$ cat src/rtl/ahb_lite_slave_regs.sv
`default_nettype none
// ============================================================================
// Module      : ahb_lite_slave_regs
// Description : AHB-Lite responder with a bank of NUM_REGS read/write word
//               registers plus one read-only SUM word (reg[0] + reg[1]).
//               Every OKAY data phase carries WAIT_STATES wait cycles.
//               Build option AHB_SLAVE_ERR_EN: when defined, illegal accesses
//               get the two-cycle ERROR response; when undefined they finish
//               as OKAY transfers, writes are dropped and reads return 0.
// Revision    : 1.0 - initial release
// ============================================================================
module ahb_lite_slave_regs #(
  parameter int NUM_REGS    = 4,
  parameter int WAIT_STATES = 1
) (
  input  logic        clk,
  input  logic        resetn,
  input  logic        hsel,
  input  logic [31:0] haddr,
  input  logic [1:0]  htrans,
  input  logic        hwrite,
  input  logic [2:0]  hsize,
  input  logic [31:0] hwdata,
  input  logic        hready,
  output logic        hreadyout,
  output logic        hresp,
  output logic [31:0] hrdata
);

  // Counter load value and word index of the read-only SUM location
  localparam logic [2:0] c_wait_load = 3'(WAIT_STATES);
  localparam logic [4:0] c_sum_idx   = 5'(NUM_REGS);

  typedef enum logic [1:0] {
    S_IDLE = 2'd0,
    S_WAIT = 2'd1,
    S_ERR1 = 2'd2,
    S_ERR2 = 2'd3
  } state_t;

  // Transfer sequencing state
  state_t      state_q;
  logic [2:0]  cnt_q;
  logic        hreadyout_q;
`ifdef AHB_SLAVE_ERR_EN
  logic        hresp_q;
`endif

  // Attributes of the transfer currently in its data phase
  logic        dphase_q;
  logic        dphase_d;
  logic        write_q;
  logic        legal_q;
  logic [3:0]  widx_q;

  // Operand register bank
  logic [31:0] regs_q [NUM_REGS];

  logic [4:0]  w_widx;
  logic        w_accept;
  logic        w_legal;
  logic        w_commit;
  logic [31:0] w_sum;
  logic [31:0] w_rd_val;
  logic        w_unused;

  // Only haddr[5:0] is decoded and htrans[0] does not distinguish NONSEQ/SEQ
  assign w_unused = ^{haddr[31:6], htrans[0]};

  // Zero-extended word index so the SUM comparison also works for NUM_REGS=16
  assign w_widx = {1'b0, haddr[5:2]};

  // A new address phase is taken only while this slave is itself ready, so a
  // stalled data phase can never be overwritten by a second acceptance.
  assign w_accept = hsel & hready & htrans[1] & hreadyout_q;

  // Aligned word access to a R/W register, or a read of SUM
  assign w_legal = (haddr[1:0] == 2'b00) &&
                   (hsize == 3'b010) &&
                   ((w_widx < c_sum_idx) || ((w_widx == c_sum_idx) && !hwrite));

  // A write lands only in the completing cycle of a legal write data phase;
  // error phases carry legal_q=0 so they can never reach the bank.
  assign w_commit = dphase_q & hreadyout_q & write_q & legal_q;

  // Carry out of bit 31 is intentionally discarded
  assign w_sum = regs_q[0] + regs_q[1];

  // Transfer sequencing: state, wait counter and registered handshake outputs
  always_ff @(posedge clk or negedge resetn) begin
    if (!resetn) begin
      state_q     <= S_IDLE;
      cnt_q       <= 3'd0;
      hreadyout_q <= 1'b1;
`ifdef AHB_SLAVE_ERR_EN
      hresp_q     <= 1'b0;
`endif
    end else begin
      case (state_q)
        S_WAIT: begin
          if (cnt_q <= 3'd1) begin
            state_q     <= S_IDLE;
            cnt_q       <= 3'd0;
            hreadyout_q <= 1'b1;
          end else begin
            cnt_q <= cnt_q - 3'd1;
          end
        end
`ifdef AHB_SLAVE_ERR_EN
        S_ERR1: begin
          state_q     <= S_ERR2;
          hreadyout_q <= 1'b1;
          hresp_q     <= 1'b1;
        end
`endif
        // IDLE and ERR2 both complete a phase and may accept the next one
        default: begin
          state_q     <= S_IDLE;
          cnt_q       <= 3'd0;
          hreadyout_q <= 1'b1;
`ifdef AHB_SLAVE_ERR_EN
          hresp_q     <= 1'b0;
`endif
          if (w_accept) begin
`ifdef AHB_SLAVE_ERR_EN
            if (!w_legal) begin
              state_q     <= S_ERR1;
              hreadyout_q <= 1'b0;
              hresp_q     <= 1'b1;
            end else if (c_wait_load != 3'd0) begin
              state_q     <= S_WAIT;
              cnt_q       <= c_wait_load;
              hreadyout_q <= 1'b0;
            end
`else
            if (c_wait_load != 3'd0) begin
              state_q     <= S_WAIT;
              cnt_q       <= c_wait_load;
              hreadyout_q <= 1'b0;
            end
`endif
          end
        end
      endcase
    end
  end

  // Data phase ends in any cycle where this slave is ready, unless a new
  // address phase is accepted on that same edge
  always_comb begin
    dphase_d = dphase_q;
    if (w_accept) begin
      dphase_d = 1'b1;
    end else if (hreadyout_q) begin
      dphase_d = 1'b0;
    end
  end

  // Capture address-phase attributes for use during the data phase
  always_ff @(posedge clk or negedge resetn) begin
    if (!resetn) begin
      dphase_q <= 1'b0;
      write_q  <= 1'b0;
      legal_q  <= 1'b0;
      widx_q   <= 4'd0;
    end else begin
      dphase_q <= dphase_d;
      if (w_accept) begin
        widx_q  <= haddr[5:2];
        write_q <= hwrite;
        legal_q <= w_legal;
      end
    end
  end

  // Register bank update on the edge that completes a legal write
  always_ff @(posedge clk or negedge resetn) begin
    if (!resetn) begin
      for (int i = 0; i < NUM_REGS; i++) begin
        regs_q[i] <= 32'd0;
      end
    end else if (w_commit) begin
      for (int i = 0; i < NUM_REGS; i++) begin
        if (widx_q == 4'(i)) begin
          regs_q[i] <= hwdata;
        end
      end
    end
  end

  // Read value selection from the bank or the SUM word
  always_comb begin
    w_rd_val = 32'd0;
    for (int i = 0; i < NUM_REGS; i++) begin
      if (widx_q == 4'(i)) begin
        w_rd_val = regs_q[i];
      end
    end
    if ({1'b0, widx_q} == c_sum_idx) begin
      w_rd_val = w_sum;
    end
  end

  assign hrdata    = (dphase_q && !write_q && legal_q) ? w_rd_val : 32'd0;
  assign hreadyout = hreadyout_q;
`ifdef AHB_SLAVE_ERR_EN
  assign hresp     = hresp_q;
`else
  assign hresp     = 1'b0;
`endif

endmodule
`default_nettype wire

$ cat config.mk
export PLATFORM = sky130hd
export DESIGN_NAME = ahb_lite_slave_regs
export DESIGN_NICKNAME = d
export VERILOG_FILES = /design/src/rtl/ahb_lite_slave_regs.sv
export SDC_FILE = /design/constraint.sdc
export NUM_CORES = 1
export LEC_CHECK = 0
export BUFFER_PORTS_ARGS = -buffer_cell sky130_fd_sc_hd__buf_2
export CAP_MARGIN = 40
export CORE_UTILIZATION = 30
export DETAILED_ROUTE_END_ITERATION = 10
export PLACE_DENSITY = 0.45
export SLEW_MARGIN = 20
export SYNTH_ARGS = -nofsm -noshare
export SYNTH_HDL_FRONTEND = slang
export SYNTH_SLANG_ARGS = --single-unit
$ cat constraint.sdc
create_clock -name clk -period 3.4 [get_ports clk]
set_input_delay 0.34 -clock clk [delete_from_list [all_inputs] [get_ports clk]]
set_output_delay 0.34 -clock clk [all_outputs]
set_load 0.02 [all_outputs]
Word-level counts from Yosys, hierarchy flattened. Cells that the tools add are included.

$add $sub $neg: 2. $lt $le $gt $ge: 2. Equal/unequal tests: 8. Muxes and demuxes: 17. Bitwise gates (word level): 6. Reductions and logical operators: 15.

Operators by type and width (count): two-way mux 32 bit (6); adder 32 bit (1); equality test 4 x 2 -> 1 bit (second input constant) (2); equality test 4 x 3 -> 1 bit (second input constant) (2); AND reduction 2 bit (4); two-way mux 1 bit (7); bitwise AND 1 bit (6); two-way mux 3 bit (2); logical AND 1 bit (5); equality test 4 x 1 -> 1 bit (second input constant) (1); zero test 4 bit (1); < comparator 4 x 3 -> 1 bit (second input constant) (1); two-way mux 2 bit (2); equality test 3 x 2 -> 1 bit (second input constant) (1); less-or-equal comparator 3 x 1 -> 1 bit (second input constant) (1); subtractor 3 x 1 -> 3 bit (second input constant) (1); equality test 2 x 1 -> 1 bit (second input constant) (1); zero test 1 bit (2); zero test 2 bit (1); != test 2 bit (second input constant) (1); nonzero test 2 bit (1); logical OR 1 bit (1).

Flip-flop bits (word level): 141. Bits of input ports: 74.

Longest topological paths before layout. Gate-level depths: netlist of the first run.

Depth in word-level cells: 7. Mapped depth: 10. Depth with buffers taken out: 10.

Worst setup path before layout of the first run. Ideal clock, no wire load.

Path type: register to output. Start: reg regs_q[64] (netlist bit). End: out hrdata[26]. Arrival: 2.645 ns. Setup slack: 0.415 ns. Cell stages (with the launch flop): 11. Path buffers: 0. Cell sequence: dfrtp_1 > ha_1 > inv_1 > fa_1 > nor2b_4 > o2111a_1 > o311a_4 > o21ai_0 > a22oi_2 > mux2i_1 > nor4_1.

Cells in the longest elaborated chain, start to end: 3.

Ends and longest elaborated chain: from (decl) (RTL line 57) `logic [31:0] regs_q [NUM_REGS];`; from (signal, indexed assignment) (RTL line 185) `regs_q[i] <= hwdata;`; adder 32 bit (RTL line 87) `assign w_sum = regs_q[0] + regs_q[1];`; two-way mux 32 bit (RTL line 199) `if ({1'b0, widx_q} == c_sum_idx) begin`; two-way mux 32 bit (RTL line 204) `assign hrdata = (dphase_q && !write_q && legal_q) ? w_rd_val : 32'd0;`; to (decl) (RTL line 27) `output logic [31:0] hrdata`.

No other way between the ends.

Final worst setup path of the first run.
Start: reg regs_q[64] (netlist bit). End: out hrdata[14].

The elaborated chain is that of the path after synthesis.

==> flow_summary.json, run 1 <==
{
  "syn_nets": 821,
  "slew-limit-headroom_pct": 59.6,
  "post-route-min-period_ps": 3340,
  "slew_violations": 0,
  "num_rows": 60,
  "endpoint_kind": "primary output",
  "grt_max_degree": 82,
  "crit_fanout": 3,
  "grt_pass1_wl_microns": 36300,
  "grt_pass1_vias": 6275,
  "finalSetupViolCount": 0,
  "clock_latency_ps": 420,
  "outcome": "finished clean",
  "clkSinkCount": 140,
  "drive_gt1_share_pct": 43.4,
  "fillers": 2661,
  "dr.pass1.iters": 4,
  "synth_warnings": 0,
  "vias": 6060,
  "power_density_nw_per_um2": 444,
  "start_kind": "flip-flop",
  "root_buffer": "clkbuf_16",
  "synthAdderAreaFrac_pct": 5.20,
  "critPathKind": "reg -> out",
  "ant_nets": 0,
  "dp.cells": 1148,
  "io_pins": 108,
  "fin_crit_sh_pct": 98.3,
  "hp-class": "in -> reg",
  "synth.top_cell.area_share_pct": 41.8,
  "syn_area_sq_um": 8330,
  "tritoncts": "yes",
  "drt-total-wl_microns": 22800,
  "portBuffers": 79,
  "synth_top_area_cell": "dfrtp_1",
  "arrival_ps": 3000,
  "slowest_delay_ps": 400,
  "synth_cell_types": 71,
  "fin_skew_ps": 8.86,
  "hold_viol": 0,
  "synth_seq_area_share_pct": 42.1,
  "path_clk_slew_ps": 60,
  "cts_max_level": 4,
  "path_cells": "ha_2, inv_2, fa_2, nor2b_4, o2111a_2, o311a_4, buf_4, nor2_2, o21bai_1, xnor2_1, o21ai_1, buf_2",
  "routedWlPerCell_microns": 19.2,
  "maxCapViolations": 0,
  "dpl.hpwl_microns": 16100,
  "leakagePower_nw": 4.40,
  "synth_top_family_by_area": "multiplexers",
  "synth_most_common_cell": "dfrtp_1",
  "drtIter0Drc": 239,
  "synth_edf_count": 0,
  "ys_ff_latch": 140,
  "rr_worst_depth": 6,
  "synth_area_leaders": "dfrtp_1 42%, mux2_2 18%, mux4_2 7.0%",
  "n_antenna_cell": 0,
  "synthSimpleGateAreaFrac_pct": 8.52,
  "r2r-start": "hreadyout$_DFFE_PN1P_",
  "max_freq_mhz": 299,
  "finalWeightedCongestion": 0.776,
  "finalNonFillerCells": 1188,
  "rsz0062_at_grt": "true",
  "die_w_microns": 169,
  "yosys_most_used_dff": "dfrtp_1",
  "area_growth_pct": 22.0,
  "holdPathEnd": "widx_q[3]$_DFFE_PN0P_",
  "dieArea_sq_um": 28400,
  "nets": 911,
  "peakVddDrop_uv": 222,
  "grt_use_total_pct": 16.9,
  "final_core_util_pct": 37.5,
  "avgSynthCellArea_sq_um": 11.7,
  "r2r_slack_ps": 1070,
  "syn_inst": 713,
  "synthTopCellsByCount": "139 x dfrtp_1, 132 x mux2_2, 45 x nand2_1, 39 x nor2_1, 36 x a21oi_1",
  "worstHoldStart": "haddr[5]",
  "min_delay_path_depth": 2,
  "worstPathRequired_ps": 3060,
  "die_height_microns": 169,
  "synth_compound_area_share_pct": 12.0,
  "routed_via_density": 5.10,
  "cp_slowest_cell": "dfrtp_1",
  "timing.rr.end": "regs_q[84]$_DFFE_PN0P_",
  "postSynth.asyncResetShare_pct": 100,
  "worst_pin_slew_ps": 607,
  "cts_made_buffers": 17,
  "coreArea_sq_um": 27100,
  "grt-ovfl-total": 0,
  "drcViolationCount": 0,
  "antenna_found_initial": 0,
  "synth_mux_area_share_pct": 26.3,
  "synth_xor_area_share_pct": 2.84,
  "ctsLongestPathBuffers": 2,
  "initial_core_util_pct": 30.7
}
==> critical path, delay by kind of cell (launching register included) <==
kind / cells / cell delay (ps)
buf+inv: 3 / 400
simple gates: 2 / 190
fa+ha+maj: 2 / 450
compound gates: 4 / 860
flops: 1 / 400
xor+xnor: 1 / 280
==> power breakdown <==
group / switching [W] / internal [W] / total [W]
clock network: 0.000744 / 0.00132 / 0.00207
registers: 0.0000710 / 0.00172 / 0.00179
logic: 0.000339 / 0.000308 / 0.000647
==> sequential cells by signal (all words and copies together) (netlist names) <==
register	cells
hreadyout	1
dphase_q	1
legal_q	1
regs_q	128
widx_q	4
state_q	1
cnt_q	3
write_q	1
==> how the worst max path moves through the flow <==
| stage | depth (start not counted) | endpoint | slack, ps | startpoint |
|---|---|---|---|---|
| detailed placement | 11 | hrdata[28] | 250 | regs_q[64]$_DFFE_PN0P_ |
| global placement | 11 | hrdata[24] | 240 | regs_q[64]$_DFFE_PN0P_ |
| CTS | 11 | hrdata[30] | -4 | regs_q[64]$_DFFE_PN0P_ |
| global route | 12 | hrdata[14] | -50 | regs_q[64]$_DFFE_PN0P_ |
| floorplan | 10 | hrdata[26] | 410 | regs_q[64]$_DFFE_PN0P_ |
| finish | 12 | hrdata[14] | 60 | regs_q[64]$_DFFE_PN0P_ |
==> cell type report <==
type                            instances  area (sq um)  area share (%)
Clock inverter                         11           191            1.88
Inverter                               12          45.0           0.444
Sequential cell                       140          3510            34.5
Multi-Input combinational cell        520          4780            47.0
Tap cell                              372           465            4.58
Timing Repair Buffer                  112           721            7.10
Clock buffer                           21           450            4.44
==> metal layers <==
metal / global-route usage, % / vias up / wire [microns]
li1: - / 2848 / -
met1: 23.3 / 3118 / 11200
met2: 27.3 / 79 / 10800
met3: 2.60 / 15 / 654
met4: 4.98 / 0 / 219
met5: 0 / - / 0
==> kinds of logic after synthesis <==
| kind of cell | count (synthesis) |
|---|---|
| multiplexers | 168 |
| AO/OA/AOI/OAI | 147 |
| AND/OR/NAND/NOR | 143 |
| flip-flops | 140 |
| buffers and inverters | 53 |
| adder cells (fa/ha/maj) | 34 |
| XOR/XNOR | 27 |
| other | 1 |
==> per-stage QoR <==
stage | setup WS, ps | area [sq um] | total power (W) | hold slack (ps) | TNS [ps]
after detailed placement | 246 | 9240 | 0.00246 | 461 | 0
after floorplan | 415 | 8330 | 0.00223 | 44.4 | 0
after global placement | 239 | 9240 | 0.00246 | 462 | 0
final | 57.3 | 10200 | 0.00451 | 167 | 0
after CTS | -3.75 | 9930 | 0.00456 | 146 | -3.75
after global routing | -49.8 | 10200 | 0.00471 | 148 | -226
==> layout by cell type (no fill, tap or decap), drive strengths merged, types with 21 or more instances in the layout <==
cell	netlist	layout
o21ai	37	37
a21oi	38	38
ha	33	33
clkbuf	15	21
dfrtp	139	139
nor2	39	39
buf	25	111
mux4	27	27
mux2	132	132
nand2	45	45
==> timing repair <==
action                                  4_1_cts  5_1_grt
endpoints found under the setup margin       13       17
hold buffers                                  1        0
endpoints found under the hold margin         1        0
setup buffers                                 1        5
gates resized for setup                       8       38
pin swaps                                     3        8
Note: power is estimated with default switching activity, not from simulation.
==> inputs of run 2 (changes only) <==
CORE_MARGIN = 3   (was not set)
==> run 2 against run 1 <==
Net effect:
- critical path type unchanged
- critical path depth decreased by 1
- wire length up 1.2%
- sequential power barely moved
- cell area is 0.68% lower
==> flow_summary.json, run 2 (synthesis gave the netlist of run 1 again) <==
{
  "min_delay_path_depth": 2,
  "num_rows": 60,
  "arrival_ps": 2970,
  "endpoint_kind": "primary output",
  "drive_gt1_share_pct": 42.7,
  "fin_crit_sh_pct": 97.4,
  "dr.pass1.iters": 5,
  "die_height_microns": 173,
  "finalSetupViolCount": 0,
  "grt_max_degree": 64,
  "grtUsageMet2_pct": 25.0,
  "worstHoldStart": "haddr[2]",
  "rr_worst_depth": 6,
  "drt-total-wl_microns": 23100,
  "antenna_found_initial": 0,
  "hp-class": "in -> reg",
  "r2r-start": "hreadyout$_DFFE_PN1P_",
  "final_common_cell": "dfrtp_1",
  "start_kind": "flip-flop",
  "holdPathEnd": "widx_q[0]$_DFFE_PN0P_",
  "grt-ovfl-total": 0,
  "regMostFlops": "regs_q",
  "largest_reg_flops": 128,
  "cts_max_level": 4,
  "cts_made_buffers": 17,
  "io_pins": 108,
  "dpl.hpwl_microns": 16200,
  "hold_viol": 0,
  "leakagePower_nw": 4.36,
  "critPathKind": "reg -> out",
  "tritoncts": "yes",
  "total_power_w": 0.00435,
  "initial_core_util_pct": 30.7,
  "maxCapViolations": 0,
  "ant_nets": 0,
  "routedWlPerCell_microns": 19.4,
  "drtIter0Drc": 275,
  "fin_skew_ps": 12.9,
  "dpl_cell_area_sq_um": 9230,
  "grt_use_total_pct": 15.9,
  "n_antenna_cell": 0,
  "timing.rr.end": "regs_q[83]$_DFFE_PN0P_",
  "path_cells": "ha_2, inv_2, fa_2, nor2b_4, o2111a_1, o311a_4, o21ai_4, a31oi_2, or3_1, a31o_1, buf_6",
  "reg_top3": "regs_q: 128 flops, widx_q: 4 flops, cnt_q: 3 flops",
  "r2r_slack_ps": 1000,
  "path_delay_family": "compound AO/OA/AOI/OAI gates",
  "area_growth_pct": 21.2,
  "cp.depth": 11,
  "top_usage_layer": "met2",
  "post-route-min-period_ps": 3310,
  "clkSinkCount": 140,
  "met3_usage_pct": 2.33,
  "max_freq_mhz": 302,
  "ctsLongestPathBuffers": 2,
  "worstPathRequired_ps": 3060,
  "final_area_sq_um": 10100,
  "crit_fanout": 3,
  "finalHoldWorstSlack_ps": 177,
  "portBuffers": 79,
  "routed_via_density": 5.09,
  "coreArea_sq_um": 27100,
  "slew-limit-headroom_pct": 57.8,
  "peakVddDrop_uv": 198,
  "outcome": "finished clean",
  "path_buf_inv": 2,
  "slowest_delay_ps": 400,
  "path_clk_slew_ps": 60,
  "fillers": 2689,
  "met1_usage_pct": 22.7,
  "drcViolationCount": 0,
  "finalWeightedCongestion": 0.795,
  "nets": 910,
  "vias": 6036,
  "clock_latency_ps": 430,
  "root_buffer": "clkbuf_16",
  "die_w_microns": 173,
  "worst_pin_slew_ps": 632,
  "cp_slowest_cell": "dfrtp_1",
  "dieArea_sq_um": 29800,
  "power_density_nw_per_um2": 431,
  "rsz0062_at_grt": "true",
  "layout_common_cells": "137 x dfrtp_1, 132 x mux2_2, 73 x buf_2",
  "grt_pass1_vias": 6314,
  "slew_violations": 0,
  "grt_pass1_wl_microns": 37200
}
[run 2: cell count changes in the layout (fill, tap and decap cells not counted), sizes merged]
cell	change
buf	-1
clkinv	-1
clkinvlp	+3
bufinv	-2
[run 2: worst max path at each step]
| stage | from | endpoint | slack (ps) |
|---|---|---|---|
| after floorplan | regs_q[64]$_DFFE_PN0P_ | hrdata[26] | 410 |
| after detailed placement | regs_q[64]$_DFFE_PN0P_ | hrdata[24] | 230 |
| after global routing | regs_q[97]$_DFFE_PN0P_ | hrdata[21] | -50 |
| final | regs_q[64]$_DFFE_PN0P_ | hrdata[30] | 90 |
| after CTS | regs_q[86]$_DFFE_PN0P_ | hrdata[31] | -10 |
| after global placement | regs_q[96]$_DFFE_PN0P_ | hrdata[28] | 210 |
[run 2: repair_timing]
action,4_1_cts,5_1_grt
cloned,0,0
endpoints found under the hold margin,60,0
pin swaps,6,9
buffers inserted,4,3
endpoints found under the setup margin,12,18
hold buffers,1,0
gates resized for setup,20,24
[run 2: area by class of cell]
cell class,count,area [sq um],area share [%]
inverters,12,45.0,0.447
clock buffers,21,450,4.47
clock inverters,11,145,1.44
repair buffers,111,702,6.96
flip-flops and latches,140,3510,34.8
well taps,372,465,4.61
multi-input cells,520,4770,47.3
[run 2: power by group]
| part | internal, W | switching [W] |
|---|---|---|
| Clock | 0.00117 | 0.000747 |
| Combinational | 0.000297 | 0.000350 |
| Sequential | 0.00172 | 0.0000595 |
[run 2: worst reg2reg max path: stages, from the launching register on]
cell	delay [ps]
dfstp_2	570
nand4_1	220
nor3_1	380
nand2_1	150
nor2_4	310
buf_12	270
mux2_2	370
[run 2: metrics by stage]
step | TNS [ps] | worst slack (ps) | instances | util, %
finish | 0 | 88.7 | 1187 | 37.2
CTS | -12.2 | -12.2 | 1184 | 36.9
global placement | 0 | 206 | 1147 | 34.1
global route | -266 | -53.8 | 1187 | 37.2
detailed placement | 0 | 234 | 1147 | 34.1
floorplan | 0 | 415 | 713 | -
[run 2: metal layers]
| metal | vias to the layer above | wire length [microns] |
|---|---|---|
| met3 | 19 | 644 |
| met5 | - | 0 |
| met2 | 93 | 10700 |
| li1 | 2841 | - |
| met4 | 0 | 300 |
| met1 | 3083 | 11400 |
==> inputs of run 3 (changes only) <==
PLACE_DENSITY = 0.47   (was 0.45)
clock period = 2.7 ns   (was 3.4 ns; I/O delays follow)
==> run 3 against run 2 <==
Net effect:
- the flow now finishes with violations (negative setup slack)
- utilization increased by 4.7 points
- register-to-register slack got worse by 290 ps
- sequential cell count unchanged
- via count increased by 5.6%
- global-route usage increased by 0.13 points
- clock skew about the same
- cell area increased by 13%
- first-iteration DRC count decreased by 3.6%
- clock power increased by 21%
- combinational power increased by 42%
- setup slack got worse by 600 ps
- critical path type unchanged
==> flow_summary.json, run 3 (synthesis gave the netlist of run 1 again) <==
{
  "path_clk_slew_ps": 70,
  "grt_use_total_pct": 16.0,
  "critPathCapture": "hrdata[30]",
  "path_cells": "ha_2, inv_2, fa_2, nor2b_4, o2111a_1, o311a_4, o21ai_4, a31oi_4, or3_1, a31o_1, buf_6",
  "cts_made_buffers": 17,
  "fin_skew_ps": 13.1,
  "clkSinkCount": 140,
  "antenna_found_initial": 1,
  "post-route-min-period_ps": 3210,
  "initial_core_util_pct": 30.7,
  "finalWeightedCongestion": 0.818,
  "routedWlPerCell_microns": 18.3,
  "p_seq_share_pct": 40.9,
  "fillers": 2624,
  "nets": 1014,
  "max_freq_mhz": 311,
  "cp_slowest_cell": "dfrtp_1",
  "power_density_nw_per_um2": 484,
  "final_common_cell": "buf_4",
  "r2r-start": "hreadyout$_DFFE_PN1P_",
  "critPathKind": "reg -> out",
  "dp.cells": 1243,
  "area_growth_pct": 36.4,
  "internal-power_w": 0.00399,
  "tritoncts": "yes",
  "start_kind": "flip-flop",
  "path_delay_family": "compound AO/OA/AOI/OAI gates",
  "num_rows": 60,
  "switching_power_w": 0.00150,
  "root_buffer": "clkbuf_16",
  "rr_worst_depth": 6,
  "regArea_sq_um": 3510,
  "grt_max_degree": 57,
  "hold_viol": 0,
  "grt_pass1_wl_microns": 37900,
  "r2r_slack_ps": 710,
  "arrival_ps": 2940,
  "worstPathRequired_ps": 2430,
  "worst_pin_slew_ps": 580,
  "hp-class": "in -> reg",
  "n_antenna_cell": 0,
  "multiInputGateArea_sq_um": 5170,
  "clock_latency_ps": 430,
  "drtIter0Drc": 265,
  "rsz0062_at_grt": "true",
  "maxCapViolations": 0,
  "drt-total-wl_microns": 23700,
  "ctsLongestPathBuffers": 2,
  "path_buf_inv": 2,
  "grt_pass1_vias": 6700,
  "switching_share_pct": 27.3,
  "dieArea_sq_um": 29800,
  "finalNonFillerCells": 1291,
  "die_height_microns": 173,
  "cts_max_level": 4,
  "peakVddDrop_uv": 357,
  "vias": 6376,
  "slew_violations": 0,
  "regMostFlops": "regs_q",
  "portBuffers": 79,
  "largest_reg_flops": 128,
  "drcViolationCount": 0,
  "crit_fanout": 3,
  "die_w_microns": 173,
  "total_power_w": 0.00549,
  "setup_ws_ps": -510,
  "io_pins": 108,
  "dpl.hpwl_microns": 16600,
  "comb_power_share_pct": 16.7,
  "routed_via_density": 4.94,
  "endpoint_kind": "primary output",
  "coreArea_sq_um": 27100,
  "reg_top3": "regs_q: 128 flops, widx_q: 4 flops, cnt_q: 3 flops",
  "cp.depth": 11,
  "drive_gt1_share_pct": 55.1,
  "layout_common_cells": "143 x buf_4, 136 x dfrtp_1, 132 x mux2_2",
  "failed_checks": "negative setup slack",
  "p_clk_share_pct": 42.4,
  "dr.pass1.iters": 4,
  "finalSetupViolCount": 24,
  "grt-ovfl-total": 0,
  "slowest_delay_ps": 390,
  "timing.rr.end": "regs_q[14]$_DFFE_PN0P_",
  "fin_crit_sh_pct": 119,
  "final_core_util_pct": 41.9,
  "outcome": "finished, violations left",
  "slew-limit-headroom_pct": 61.3,
  "leakagePower_nw": 4.96,
  "startpoint": "regs_q[64]$_DFFE_PN0P_",
  "ant_nets": 0
}
run 3: worst min path at each step:
stage	end	slack (ps)	cells past startpoint	start
2_1_floorplan	cnt_q[0]$_DFF_PN0_	-30	0	resetn
3_3_place_gp	regs_q[110]$_DFFE_PN0P_	300	1	resetn
3_5_place_dp	regs_q[110]$_DFFE_PN0P_	290	1	resetn
4_1_cts	widx_q[2]$_DFFE_PN0P_	80	2	haddr[4]
5_1_grt	widx_q[3]$_DFFE_PN0P_	80	2	haddr[5]
6_report	widx_q[2]$_DFFE_PN0P_	90	2	haddr[4]
run 3: cell type report:
cell class                      instances  share of cell area, %
Inverter                               12                  0.397
Tap cell                              372                   4.10
Multi-Input combinational cell        520                   45.5
Clock buffer                           19                   3.81
Sequential cell                       140                   30.9
Timing Repair Buffer                  215                   14.0
Clock inverter                         13                   1.27
run 3: routing by layer:
| layer | global-route usage, % | vias to the layer above | wire length [microns] |
|---|---|---|---|
| li1 | - | 3060 | - |
| met1 | 21.5 | 3202 | 11100 |
| met2 | 26.7 | 93 | 11600 |
| met3 | 3.07 | 19 | 692 |
| met4 | 3.92 | 2 | 271 |
| met5 | 0 | - | 9 |
run 3: timing repair:
item | in CTS | in global routing
gates resized for setup | 104 | 39
endpoints found under the setup margin | 25 | 27
hold buffers | 1 | 0
setup buffers | 11 | 6
hold endpoints to repair | 53 | 0
pin swaps | 40 | 25
run 3: worst register-to-register path, stage by stage (launching register included):
cell and delay [ps]:
dfstp_2 590, nand4_1 180, nor3_1 240, buf_4 160, nand3_2 70, buf_4 300
mux2_2 340
run 3: through the flow:
stage | area [sq um] | setup slack, ps | hold slack (ps) | setup TNS, ps
floorplan | 8350 | -2.15 | -25.6 | -2.15
global placement | 9990 | -240 | 298 | -1710
detailed placement | 9990 | -239 | 292 | -1740
CTS | 11100 | -526 | 76.7 | -8260
global route | 11400 | -649 | 77.6 | -10560
finish | 11400 | -510 | 91.6 | -6860
run 3: power groups by stage:
stage          sequential [W]  combinational, W  clock [W]
2_1_floorplan         0.00224          0.000575          0
3_5_place_dp          0.00228          0.000872          0
6_report              0.00225          0.000916    0.00233
4_1_cts               0.00225          0.000915    0.00240
5_1_grt               0.00226           0.00100    0.00248
3_3_place_gp          0.00228          0.000871          0
